$ cat config.mk
export PLATFORM = sky130hd
export DESIGN_NAME = snn_timestep_scheduler
export DESIGN_NICKNAME = d
export VERILOG_FILES = /design/src/rtl/snn_timestep_scheduler.sv
export SDC_FILE = /design/constraint.sdc
export NUM_CORES = 1
export LEC_CHECK = 0
export ABC_AREA = 1
export BUFFER_PORTS_ARGS = -buffer_cell sky130_fd_sc_hd__buf_2
export CAP_MARGIN = 20
export CORE_ASPECT_RATIO = 1.25
export CORE_UTILIZATION = 45
export DETAILED_ROUTE_END_ITERATION = 10
export PLACE_DENSITY = 0.64
export SLEW_MARGIN = 15
export SYNTH_ARGS = -nofsm -noshare
export SYNTH_HDL_FRONTEND = slang
export SYNTH_SLANG_ARGS = --single-unit
export TNS_END_PERCENT = 10
$ cat constraint.sdc
create_clock -name system_clock -period 5.6 [get_ports system_clock]
set_input_delay 0.56 -clock system_clock [delete_from_list [all_inputs] [get_ports system_clock]]
set_output_delay 0.56 -clock system_clock [all_outputs]
set_load 0.02 [all_outputs]
$ cat src/rtl/snn_timestep_scheduler.sv
// snn_timestep_scheduler: per-timestep frame/enable/settle/tick sequencer with spike counting; ZERO_PAD_EN pads an empty FIFO with a zero frame
module snn_timestep_scheduler #(
    parameter int DEPTH         = 4,
    parameter int SETTLE_CYCLES = 3,
    parameter int CW            = 8
) (
    input  logic          system_clock,
    input  logic          reset,
    input  logic          start,
    input  logic [7:0]    num_steps,
    input  logic          frame_valid,
    output logic          frame_ready,
    input  logic [23:0]   frame_data,
    output logic [23:0]   snn_input_spikes,
    output logic          snn_enable,
    output logic          delay_tick,
    input  logic [1:0]    snn_output_spikes,
    output logic          busy,
    output logic          result_valid,
    input  logic          result_ready,
    output logic [CW-1:0] spike_count0,
    output logic [CW-1:0] spike_count1
);
    localparam int AW = $clog2(DEPTH);
    localparam int SW = SETTLE_CYCLES > 0 ? $clog2(SETTLE_CYCLES + 1) : 1;
    typedef enum logic [2:0] {IDLE, LOAD, FIRE, SETTLE, TICK, DONE} state_t;
    state_t state, state_nx;
    logic [23:0] mem [DEPTH];
    logic [AW-1:0] wr_ptr, rd_ptr;
    logic [AW:0] used;
    logic alive, empty, push, pop;
    logic [7:0] steps, step_cnt;
    logic [SW-1:0] settle_cnt;
    assign empty        = used == '0;
    assign frame_ready  = alive && used != (AW+1)'(DEPTH);
    assign push         = frame_valid && frame_ready;
    assign pop          = state == LOAD && !empty;
    assign snn_enable   = state == FIRE;
    assign delay_tick   = state == TICK;
    assign busy         = state != IDLE;
    assign result_valid = state == DONE;
    // frame storage, written on every accepted push
    always_ff @(posedge system_clock)
        if (push) mem[wr_ptr] <= frame_data;
    // FIFO pointers and occupancy; alive holds frame_ready low until the first edge after reset
    always_ff @(posedge system_clock or negedge reset)
        if (!reset) begin
            alive  <= 1'b0;
            wr_ptr <= '0;
            rd_ptr <= '0;
            used   <= '0;
        end else begin
            alive <= 1'b1;
            if (push) wr_ptr <= wr_ptr + 1'b1;
            if (pop) rd_ptr <= rd_ptr + 1'b1;
            used <= used + (AW+1)'(push) - (AW+1)'(pop);
        end
    // state register
    always_ff @(posedge system_clock or negedge reset)
        if (!reset) state <= IDLE;
        else state <= state_nx;
    // next-state logic
    always_comb begin
        state_nx = state;
        unique case (state)
            IDLE:    if (start) state_nx = LOAD;
`ifdef ZERO_PAD_EN
            LOAD:    state_nx = FIRE;
`else
            LOAD:    if (!empty) state_nx = FIRE;
`endif
            FIRE:    state_nx = SETTLE;
            SETTLE:  if (settle_cnt == '0) state_nx = TICK;
            TICK:    state_nx = step_cnt + 8'd1 == steps ? DONE : LOAD;
            DONE:    if (result_ready) state_nx = IDLE;
            default: state_nx = IDLE;
        endcase
    end
    // run datapath: step bookkeeping, frame presentation, settle timer and saturating counts
    always_ff @(posedge system_clock or negedge reset)
        if (!reset) begin
            snn_input_spikes <= '0;
            steps            <= '0;
            step_cnt         <= '0;
            settle_cnt       <= '0;
            spike_count0     <= '0;
            spike_count1     <= '0;
        end else begin
            if (state == IDLE && start) begin
                step_cnt     <= '0;
                spike_count0 <= '0;
                spike_count1 <= '0;
                steps        <= num_steps == 8'd0 ? 8'd1 : num_steps;
            end
`ifdef ZERO_PAD_EN
            if (state == LOAD) snn_input_spikes <= empty ? 24'h0 : mem[rd_ptr];
`else
            if (pop) snn_input_spikes <= mem[rd_ptr];
`endif
            if (state == FIRE) settle_cnt <= SW'(SETTLE_CYCLES);
            if (state == SETTLE) begin
                settle_cnt <= settle_cnt - 1'b1;
                if (settle_cnt == '0 && snn_output_spikes[0] && !(&spike_count0)) spike_count0 <= spike_count0 + 1'b1;
                if (settle_cnt == '0 && snn_output_spikes[1] && !(&spike_count1)) spike_count1 <= spike_count1 + 1'b1;
            end
            if (state == TICK) step_cnt <= step_cnt + 8'd1;
        end
endmodule

* Word level (Yosys, flattened, before mapping) *
Memories as Yosys holds them, arrays and structs flattened. A register that Yosys moved wholly into a read port is not among the register bits.
Index checks and enable logic that the tools add are counted.

storage, ports and cells
  memories = 1
  register bits = 45
  bits in writable memories = 96
  output and inout port bits = 45
  word-level logic and storage cells = 71

cells by class
  add/subtract/negate cells = 8
  equality and inequality tests = 11
  multiplexer cells = 19
  reduce and logical (&&, ||, !) cells = 22

memories
  memory  words  width  rd ports  clocked after Yosys merged registers in  write ports  line  source
  mem     4      24     1         1                                        1            28    logic [23:0] mem [DEPTH];

operator list
  operator                                                          number
  8-bit two-way mux                                                 9
  8-bit by 1-bit adder with 8-bit output (second input constant)    3
  3-bit case mux with 6 select lines                                1
  8-bit AND reduction                                               2
  3-bit two-way mux                                                 5
  8-bit == test                                                     1
  1-bit logical AND                                                 8
  8-bit zero test                                                   1
  3-bit by 2-bit == test with 1-bit output (second input constant)  2
  3-bit == test (second input constant)                             2
  3-bit zero test                                                   2
  2-bit != test (second input constant)                             3
  2-bit by 1-bit adder with 2-bit output (second input constant)    2
  1-bit zero test                                                   4
  2-bit two-way mux                                                 2
  4-bit AND reduction                                               1
  2-bit nonzero test                                                2
  3-bit by 1-bit adder with 3-bit output                            1
  3-bit by 1-bit == test with 1-bit output (second input constant)  1
  3-bit != test (second input constant)                             1
  3-bit nonzero test                                                1
  3-bit by 1-bit subtractor with 3-bit output                       1
  2-bit zero test                                                   1
  1-bit two-way mux                                                 2
  2 further kinds                                                   2

* Longest topological paths before layout *
  depth in word-level cells = 5
  mapped depth = 11
  depth with buffers taken out = 11

* Least setup slack after synthesis *
No wires, ideal clock.

  path type = reg-to-reg
  from = reg used[1]
  to = mem mem[0][0], enable pin
  data arrival time = 2.423 ns
  clock period less this slack = 2.828 ns
  path buffers = 0
  cell stages (with the launch flop) = 5
  required time = 5.195 ns
  library setup time = 0.405 ns
  slack = 2.772 ns
  path through = dfrtp_1 > nor2_1 > a21boi_0 > nand2_1 > nor2_1

on the way
  word-level cells in the longest chain between the ends = 5

ends and longest elaborated chain
  item                                     line  source
  start: declaration                       30    logic [AW:0] used;
  start signal: assignment                 56    used <= used + (AW+1)'(push) - (AW+1)'(pop);
  3-bit != test                            35    assign frame_ready = alive && used != (AW+1)'(DEPTH);
  1-bit logical AND                        35
  named net frame_ready                    12    output logic frame_ready,
  1-bit logical AND                        36    assign push = frame_valid && frame_ready;
  1-bit two-way mux                        44    if (push) mem[wr_ptr] <= frame_data;
  1-bit two-way mux (not written as such)  44
  end: declaration                         28

The timed path passes the listed nets, and every way through them passes these cells.

==> impl_metrics.yaml <==
run_status:
  outcome: "completed"
worst_setup_path:
  reg2reg_from: "rd_ptr[1]"
  crit_start: "rd_ptr[1]"
  cp.required_ns: 5.93
  worstSetupEndpointType: "flop"
  cp_slowest_stage_delay_ns: 1.05
  regToRegSetupSlack_ns: 2.79
  critPathKind: "flop to flop"
  crit_fanout: 25
  cp-start-kind: "flop"
  crit_path_end: "snn_input_spikes[19]"
  r2r_end: "snn_input_spikes[19]"
  cp.arrival_ns: 3.14
  crit_chain: "clkinv_1 -> nor2_1 -> o21ai_0 -> a31oi_1"
  rr_worst_depth: 4
  cpMaxStageDelayCell: "clkinv_1"
timing:
  hold_violations: 0
  max_slew.worst_pin.slew_ns: 0.9940
  max_slew_margin: 0.3374
  period_share: 0.5017
  final.setup_skew_ns: 0.01038
  timing.setup.tns_ns: 0
  drv_slew: 0
  final-setup-viol-count: 0
  grt_setup_unrepaired: "false"
  fmax_mhz: 356.0
  fin_crit_ns: 2.809
yosys:
  ys_seq_area_frac: 0.6644
  synth-seq-cells: 165
  synth.distinct_cells: 39
  synthesis.instances: 647
  syn_area_um2: 6938
  syn-num-nets: 697
  syn_avg_cell_area_um2: 10.72
  yosysWarnings: 0
finish:
  area_growth_pct: 16.84
  final_common_cell: "nor2_1"
  num_antenna_cells: 0
  final_cell_area_um2: 8107
  mostFrequentLayoutCells: "nor2_1, edfxtp_1, buf_2, o21ai_0, dfrtp_1"
  drive_gt1_frac: 0.1882
  final_nets: 781
  nFillCells: 1302
floorplan:
  core_um2: 15010
  ios: 84
  start_util: 0.4621
  die_w_um: 113.1
  rows: 50
  die_h_um: 140.8
  dieArea_um2: 15920
clock_tree:
  post_cts_buffers: 0
  ctsRootBufferMaster: "clkbuf_16"
  cts_sinks: 165
  cts_tree: "built"
  clockBufferDepth: 2
  cts_buffers: 17
  path_clk_slew_ns: 0.06
  ctsHoldBuffers: 0
  clock_latency_ns: 0.42
  htreeDepth: 4
  ctsResizeCount: 0
placed_design:
  place_congestion: 0.8194
  placed_area_um2: 7537
  port_buffers: 83
  dp_hpwl_um: 8723
drt:
  firstDrtPassIters: 5
  drtIter0Drc: 268
  ant_nets: 0
  wl_per_cell_um: 15.16
  route.final.wire_length_um: 14040
  wl_met1_um: 5957
  top_layer_used: "met5"
  drc: 0
  wl_met2_um: 7254
  route.met3.wl_um: 556
  route.vias.total: 4772
  via_per_inst: 5.153
job:
  drv_cap: 0
global_route:
  grt_max_degree: 70
  grt_usage: 0.1890
  antenna_found_initial: 1
  grt_pass1_wl_um: 22950
  first_global_vias: 4713
  grt.overflow.total: 0
power_and_ir_drop:
  power_density_nw_per_um2: 519.3
  leakagePower_uw: 0.003324
  ir_drop_mv: 0.2383
hold_path:
  hp-class: "input port to asynchronous set/reset pin"
==> how the worst min path moves through the flow <==
stage	slack, ns	cells after the start	from	end
after floorplan	0.26	0	reset	alive
after global placement	0.48	2	steps[4]	steps[4]
after detailed placement	0.49	2	steps[4]	steps[4]
after CTS	0.31	1	reset	steps[1]
after global routing	0.34	1	frame_data[8]	mem[2][8]
final	0.27	1	reset	step_cnt[2]
==> cell usage after synthesis (all sizes together) <==
cell	count	area share
nand2	65	0.036
nand3	27	0.021
o211ai	1	0.0011
nor2	149	0.084
nand4	5	0.0067
edfxtp	96	0.42
nor3	9	0.0088
a21oi	10	0.0072
clkinv	2	0.0013
clkbuf	16	0.0087
a21boi	1	0.0011
conb	1	0.00054
nand3b	2	0.0022
ha	10	0.018
a22oi	1	0.0011
fa	1	0.0029
xnor2	2	0.0025
o21a	1	0.0011
nor4	2	0.0040
inv	55	0.030
o21ai	77	0.056
dfrtp	69	0.25
xor2	7	0.0088
and2	1	0.00090
a31oi	27	0.024
buf	7	0.0050
o22ai	3	0.0027
==> where the power goes <==
group	internal, uW	switching [uW]
logic	438	821
registers	1560	259
clock network	660	469
==> sequential cells by signal, summed over array words and instances (netlist names) <==
name and count:
used 3, steps 8, wr_ptr 2, mem 96
spike_count1 8, rd_ptr 2, spike_count0 8, alive 1
snn_input_spikes 24, state 3, settle_cnt 2, step_cnt 8
==> metrics by stage <==
| stage | std cells | worst slack [ns] | hold WS, ns | total power [uW] | utilization |
|---|---|---|---|---|---|
| floorplan | 647 | 2.772 | 0.2644 | 2725 | - |
| global placement | 894 | 2.857 | 0.4759 | 3062 | 0.5020 |
| CTS | 926 | 2.734 | 0.3135 | 4255 | 0.5399 |
| detailed placement | 894 | 2.762 | 0.4885 | 3123 | 0.5020 |
| finish | 926 | 2.791 | 0.2706 | 4209 | 0.5399 |
| global route | 926 | 2.470 | 0.3403 | 4498 | 0.5399 |
==> routing by layer <==
layer	global-route usage	vias to the layer above
met5	0	-
met4	0.08172	2
met3	0.04299	23
met2	0.3290	105
met1	0.2238	2276
li1	-	2366
==> worst max-delay path, delay by kind of cell, from the launching register on <==
family          cells  cell delay (ns)
simple gates        1             0.31
buf+inv             1             1.05
flops               1             1.00
compound gates      2             0.36
==> cell families after synthesis <==
group,Yosys count,synth area share
and+or+nand+nor,260,0.1634
DFF,165,0.6644
xor gates and xnor gates,9,0.01136
buffers and inverters,80,0.04472
adders and majority gates,11,0.02092
other,1,0.0005405
AOI/OAI and AO/OA,121,0.09468
==> area by class of cell <==
type	count	area, um2	area share
Tap cell	182	227.7	0.02809
Clock buffer	21	440.4	0.05433
Multi-Input combinational cell	402	2028	0.2502
Inverter	57	215.2	0.02655
Sequential cell	165	4611	0.5688
Timing Repair Buffer	88	455.4	0.05618
Clock inverter	11	128.9	0.01590
Power figures use the tool's default switching activity.
